[config.mk]
export PLATFORM = sky130hd
export DESIGN_NAME = debug_loader
export DESIGN_NICKNAME = d
export VERILOG_FILES = /design/src/rtl/debug_pkg.sv /design/src/rtl/word_assembler.sv /design/src/rtl/debug_loader.sv
export SDC_FILE = /design/constraint.sdc
export NUM_CORES = 1
export LEC_CHECK = 0
export ABC_AREA = 1
export CAP_MARGIN = 20
export CORE_AREA = 2 2 107 109
export CTS_BUF_LIST = sky130_fd_sc_hd__clkbuf_16
export DETAILED_ROUTE_END_ITERATION = 8
export DIE_AREA = 0 0 109 111
export GPL_TIMING_DRIVEN = 0
export PLACE_DENSITY_LB_ADDON = 0.25
export SLEW_MARGIN = 10
export SYNTH_ARGS = -nofsm -noshare
export SYNTH_HDL_FRONTEND = slang
export SYNTH_SLANG_ARGS = --single-unit
[constraint.sdc]
create_clock -name Clk -period 2 [get_ports Clk]
set_input_delay 0.2 -clock Clk [delete_from_list [all_inputs] [get_ports Clk]]
set_output_delay 0.2 -clock Clk [all_outputs]
set_load 0.01 [all_outputs]
[src/rtl/debug_pkg.sv]
// rtl/debug_pkg.sv - shared constants and state encoding for the debug load engine
package debug_pkg;

    localparam int DEPTH  = 2048;
    localparam int ADDR_W = 11;

    localparam logic [7:0]        SYNC_BYTE = 8'hA5;
    localparam logic [ADDR_W-1:0] BASE_ADDR = '0;

    typedef enum logic [2:0] {
        IDLE   = 3'd0,
        CNT_LO = 3'd1,
        CNT_HI = 3'd2,
        DATA   = 3'd3,
        WRITE  = 3'd4,
        CHK    = 3'd5
    } state_t;

endpackage

[src/rtl/word_assembler.sv]
// rtl/word_assembler.sv - packs bytes LSB-first into 32-bit words and keeps a running XOR checksum
module word_assembler (
    input  logic        clk,
    input  logic        rst,
    input  logic        clr,
    input  logic        byte_valid,
    input  logic [7:0]  byte_in,
    output logic [31:0] word,
    output logic        word_ready,
    output logic [7:0]  checksum
);

    logic [1:0]  idx_q, idx_d;
    logic [31:0] word_q, word_d;
    logic [7:0]  chk_q, chk_d;

    // Lane insertion and checksum update; clr restarts a frame without touching the word lanes.
    always_comb begin
        idx_d  = idx_q;
        word_d = word_q;
        chk_d  = chk_q;
        if (clr) begin
            idx_d = 2'd0;
            chk_d = 8'h00;
        end else if (byte_valid) begin
            word_d[{idx_q, 3'b000} +: 8] = byte_in;
            chk_d = chk_q ^ byte_in;
            idx_d = idx_q + 2'd1;
        end
    end

    // State registers.
    always_ff @(posedge clk) begin
        if (rst) begin
            idx_q  <= 2'd0;
            word_q <= 32'h0;
            chk_q  <= 8'h00;
        end else begin
            idx_q  <= idx_d;
            word_q <= word_d;
            chk_q  <= chk_d;
        end
    end

    // The completed word is visible in the same cycle as its 4th byte so the loader can latch it.
    assign word       = word_d;
    assign word_ready = byte_valid && !clr && (idx_q == 2'd3);
    assign checksum   = chk_q;

endmodule

[src/rtl/debug_loader.sv]
// rtl/debug_loader.sv - framed byte-stream loader driving the program memory write port
module debug_loader
    import debug_pkg::*;
(
    input  logic        Clk,
    input  logic        Rst,
    input  logic [7:0]  rx_data,
    input  logic        rx_valid,
    output logic        rx_ready,
    output logic [31:0] mem_address,
    output logic [31:0] mem_datain,
    output logic        mem_wr,
    output logic        cpu_hold,
    output logic        load_done,
    output logic        load_err
);

    localparam logic [ADDR_W:0] ONE_WORD = (ADDR_W + 1)'(1);

    state_t            state_q, state_d;
    logic              rx_ready_q, rx_ready_d;
    logic [7:0]        cnt_lo_q, cnt_lo_d;
    logic [ADDR_W:0]   words_left_q, words_left_d;
    logic [ADDR_W-1:0] addr_q, addr_d;
    logic [31:0]       datain_q, datain_d;
    logic              wr_q, wr_d;
    logic              hold_q, hold_d;
    logic              done_q, done_d;
    logic              err_q, err_d;

    logic              accept;
    logic              asm_clr;
    logic              asm_byte;
    logic [31:0]       asm_word;
    logic              asm_word_ready;
    logic [7:0]        asm_checksum;
    logic [15:0]       n_words;

    assign accept  = rx_valid && rx_ready_q;
    assign n_words = {rx_data, cnt_lo_q};

    word_assembler u_asm (
        .clk        (Clk),
        .rst        (Rst),
        .clr        (asm_clr),
        .byte_valid (asm_byte),
        .byte_in    (rx_data),
        .word       (asm_word),
        .word_ready (asm_word_ready),
        .checksum   (asm_checksum)
    );

    // Frame FSM: next state, address/word counters and all registered outputs.
    always_comb begin
        state_d      = state_q;
        cnt_lo_d     = cnt_lo_q;
        words_left_d = words_left_q;
        addr_d       = addr_q;
        datain_d     = datain_q;
        wr_d         = 1'b0;
        hold_d       = hold_q;
        done_d       = done_q;
        err_d        = err_q;
        asm_clr      = 1'b0;
        asm_byte     = 1'b0;
        unique case (state_q)
            IDLE: begin
                if (accept && rx_data == SYNC_BYTE) begin
                    done_d  = 1'b0;
                    err_d   = 1'b0;
                    hold_d  = 1'b1;
                    asm_clr = 1'b1;
                    state_d = CNT_LO;
                end
            end
            CNT_LO: begin
                if (accept) begin
                    cnt_lo_d = rx_data;
                    state_d  = CNT_HI;
                end
            end
            CNT_HI: begin
                if (accept) begin
                    if (n_words > 16'(DEPTH)) begin
                        err_d   = 1'b1;
                        hold_d  = 1'b0;
                        state_d = IDLE;
                    end else if (n_words == 16'd0) begin
                        state_d = CHK;
                    end else begin
                        words_left_d = n_words[ADDR_W:0];
                        addr_d       = BASE_ADDR;
                        state_d      = DATA;
                    end
                end
            end
            DATA: begin
                if (accept) begin
                    asm_byte = 1'b1;
                    if (asm_word_ready) begin
                        datain_d = asm_word;
                        wr_d     = 1'b1;
                        state_d  = WRITE;
                    end
                end
            end
            WRITE: begin
                // The last word leaves the address on the final location instead of stepping past it.
                words_left_d = words_left_q - ONE_WORD;
                if (words_left_q == ONE_WORD) begin
                    state_d = CHK;
                end else begin
                    addr_d  = addr_q + ADDR_W'(1);
                    state_d = DATA;
                end
            end
            CHK: begin
                if (accept) begin
                    if (rx_data == asm_checksum) begin
                        done_d = 1'b1;
                    end else begin
                        err_d = 1'b1;
                    end
                    hold_d  = 1'b0;
                    state_d = IDLE;
                end
            end
            default: state_d = IDLE;
        endcase
        rx_ready_d = (state_d != WRITE);
    end

    // Registers with synchronous reset; reset aborts any frame in progress.
    always_ff @(posedge Clk) begin
        if (Rst) begin
            state_q      <= IDLE;
            rx_ready_q   <= 1'b0;
            cnt_lo_q     <= 8'h00;
            words_left_q <= '0;
            addr_q       <= BASE_ADDR;
            datain_q     <= 32'h0;
            wr_q         <= 1'b0;
            hold_q       <= 1'b0;
            done_q       <= 1'b0;
            err_q        <= 1'b0;
        end else begin
            state_q      <= state_d;
            rx_ready_q   <= rx_ready_d;
            cnt_lo_q     <= cnt_lo_d;
            words_left_q <= words_left_d;
            addr_q       <= addr_d;
            datain_q     <= datain_d;
            wr_q         <= wr_d;
            hold_q       <= hold_d;
            done_q       <= done_d;
            err_q        <= err_d;
        end
    end

    assign rx_ready    = rx_ready_q;
    assign mem_address = {{(32 - ADDR_W){1'b0}}, addr_q};
    assign mem_datain  = datain_q;
    assign mem_wr      = wr_q;
    assign cpu_hold    = hold_q;
    assign load_done   = done_q;
    assign load_err    = err_q;

endmodule

==> metrics.txt, run 1 <==
Worst Tran Pin Value 0.590 ns; fin crit period 1.89 ns; Core Area 11100 sq um; share of cells above drive strength 1 0.0823; clk_skew 0.00807 ns; Antenna Nets Post-Route 0; MaxCap Viol Count 0; Worst Slack Setup Final 0.115 ns; Hold Crit Class input pin to flop; hold path cells 3; TritonCTS clock tree built; Core Util, Final 0.582; largest net degree at the start of global routing 17; Layout area overhead 21.7%; YS warnings 0; pre-CTS setup slack -0.456 ns; fraction of the yosys area taken by sequential cells 0.397; drt wl/cell 12.8 microns; crit end category flop; ranking of synthesized cells by area dfxtp_1, nand2_1, inv_1; initial antenna violation count 0; FF-to-FF setup slack 0.11 ns; Yosys cell types 30; crit path buf inv count 0; clk root buf clkbuf_16; initial core utilization 0.478; RSZ-0062 raised after global routing true; Top FF cell, synth dfxtp_1; worst skew pair latency 0.35 ns; syn_area_per_cell 6.65 sq um; fin cells 1030; Crit path arrival time 2.16 ns; Commonest cells post-synth nand2_1, dfxtp_1, inv_1, nor2_1, a21oi_1; CP max FO 9; Routed WL 13200 microns; Max Clock Freq 0.530 GHz; reg-to-reg endpoint mem_datain[31]; Worst Reg-to-Reg Cells 6; CP max-delay cell nor4_4; Bufs on Longest Clock Path 2; Post-Synthesis Cells 796; share of Yosys cell area claimed by the top area cell type 0.397; Crit path max-delay family simple AND/OR/NAND/NOR gates; Die Y 111 microns; cell area power density 623 nW/um^2; clock sink count 105; Hold EP mem_datain[29]; #FFs+latches synth 105; Remaining DRCs 0; n_diodes 0; # nets final 902; Pins Over Slew Limit 0; placed insts 1013; # hold bufs at CTS 0; post-route cell area 6440 sq um; vias in the first global route 4516; Reg clk slew, reported paths 0.07 ns; leakage 2.75 nW; Ports 80; First-pass DRT Iterations 5; row cnt 39; HPWL Detailed 9410 microns; GRT Total Usage 0.227; cell mode on critical path nand2_1; grt total ovfl 0; routed vias 5023; hold path startpoint rx_data[5]; max incr delay on CP 0.44 ns; critical-path cell list nand3_1 -> nor2_4 -> nand2_1 -> nor4_4 -> nand2_1 -> a21oi_1; largest vdd supply drop 0.000451 V; Final Setup Violations 0; die area 12100 sq um; total power 4.01 mW; outcome completed; fin crit share 0.943; leading cell type by number of instances after synthesis nand2_1; RePlAce Congestion 0.872; die width 109 microns; Mapped Area 5300 sq um; relative slew slack 0.607; area post-placement 6090 sq um; first-pass GRT wire length 21600 microns; origin of the critical flop-to-flop path state_q[1]; worst hold slack 0.213 ns; Yosys top cell by area dfxtp_1; Detailed Route Iter0 Violations 337; port bufs 54; Hold Violations, Final 0; total CTS buffers 9; H-tree levels 3; CP required 2.28 ns; Avg Vias per Cell 4.88; Startpoint Class flop; setup TNS 0 ns; Async S/R FF share, synth 0; Post-synth EDFFs 0; Crit Path Category flop to flop
-- layer usage --
| metal | global-route usage | part of all wire |
|---|---|---|
| met5 | 0 | 0 |
| met4 | 0.0906 | 0.029 |
| met3 | 0.0417 | 0.041 |
| met2 | 0.373 | 0.48 |
| met1 | 0.289 | 0.45 |
-- power by group --
part / switching, mW / internal (mW)
Combinational: 0.122 / 0.0588
Clock: 0.788 / 0.955
Sequential: 0.000606 / 2.09
-- cells in the final DEF (no fill, tap or decap), drive strengths merged, types with 2 or more instances in the layout --
| cell | synthesis | layout |
|---|---|---|
| nand2 | 216 | 216 |
| nor2 | 94 | 94 |
| nor3 | 9 | 9 |
| clkinv | 1 | 2 |
| xor2 | 4 | 4 |
| nand4 | 9 | 9 |
| o21ai | 41 | 41 |
| o211ai | 20 | 20 |
| dfxtp | 105 | 105 |
| o21bai | 3 | 3 |
| clkinvlp | 0 | 5 |
| clkdlybuf4s50 | 0 | 52 |
| nand3 | 55 | 55 |
| a21oi | 64 | 64 |
| clkbuf | 19 | 28 |
| buf | 38 | 40 |
| inv | 99 | 98 |
| mux2i | 2 | 2 |
| conb | 1 | 21 |
| o31ai | 2 | 2 |
| nor3b | 2 | 2 |
| ha | 8 | 8 |
-- worst max path at each step --
stage | from | to | slack (ns) | depth (start not counted)
final | state_q[1] | mem_datain[31] | 0.11 | 6
after detailed placement | u_asm.idx_q[0] | mem_datain[1] | -0.46 | 9
after CTS | u_asm.idx_q[0] | mem_datain[19] | 0.02 | 11
after floorplan | u_asm.idx_q[0] | mem_datain[0] | 0.05 | 9
after global placement | u_asm.idx_q[0] | mem_datain[1] | -0.43 | 9
after global routing | state_q[1] | mem_datain[31] | -0.02 | 6
-- cell type report --
cell class	instances	area, sq um
buffer	57	322
clock buffer	9	225
multi-input combinational	554	2610
timing repair buffer	56	557
sequential	105	2110
clock inverter	6	60.1
fill	1100	4630
inverter	100	383
tap	143	179
-- logic make-up (layout without fill, tap and decap cells) --
group / Yosys count / count (layout) / share of synthesized area
buffers and inverters: 157 / 228 / 0.131
AND/OR/NAND/NOR: 387 / 387 / 0.304
AO/OA/AOI/OAI: 131 / 131 / 0.136
flip-flops: 105 / 105 / 0.397
multiplexers: 2 / 2 / 0.00378
adder cells (fa/ha/maj): 8 / 8 / 0.0189
other: 1 / 21 / 0.000708
XOR/XNOR: 5 / 5 / 0.00827
-- tightest hold or removal path, stage by stage --
cell	delay, ns
buf_2	0.17
nand2_1	0.09
a21oi_1	0.05
-- sequential cells by signal, summed over array words and instances (netlist names), 2 cells and up --
signal and cells:
words_left_q 12, u_asm.word_q 24, addr_q 11, u_asm.idx_q 2
state_q 3, mem_datain 32, u_asm.checksum 8, cnt_lo_q 8
-- what timing repair did --
item,4_1_cts,5_1_grt
hold endpoints to repair,0,0
setup buffers,2,0
pin swaps,0,1
resized for setup,8,10
endpoints found under the setup margin,31,37
Power figures use the tool's default switching activity.
==> run 2, diff against run 1 <==
--- a/config.mk
+++ b/config.mk
@@ -6,9 +6,9 @@
 export NUM_CORES = 1
 export LEC_CHECK = 0
 export ABC_AREA = 1
-export CAP_MARGIN = 20
 export CORE_AREA = 2 2 107 109
 export CTS_BUF_LIST = sky130_fd_sc_hd__clkbuf_16
+export CTS_CLUSTER_DIAMETER = 40
 export DETAILED_ROUTE_END_ITERATION = 8
 export DIE_AREA = 0 0 109 111
 export GPL_TIMING_DRIVEN = 0
==> results of run 2 <==
The final DEF is identical to that of run 1; final timing and power are the same.
==> run 3, diff against run 2 <==
--- a/config.mk
+++ b/config.mk
@@ -8,7 +8,7 @@
 export ABC_AREA = 1
 export CORE_AREA = 2 2 107 109
 export CTS_BUF_LIST = sky130_fd_sc_hd__clkbuf_16
-export CTS_CLUSTER_DIAMETER = 40
+export CTS_CLUSTER_DIAMETER = 50
 export DETAILED_ROUTE_END_ITERATION = 8
 export DIE_AREA = 0 0 109 111
 export GPL_TIMING_DRIVEN = 0
==> results of run 3 <==
The final DEF is identical to that of run 1; final timing and power are the same.
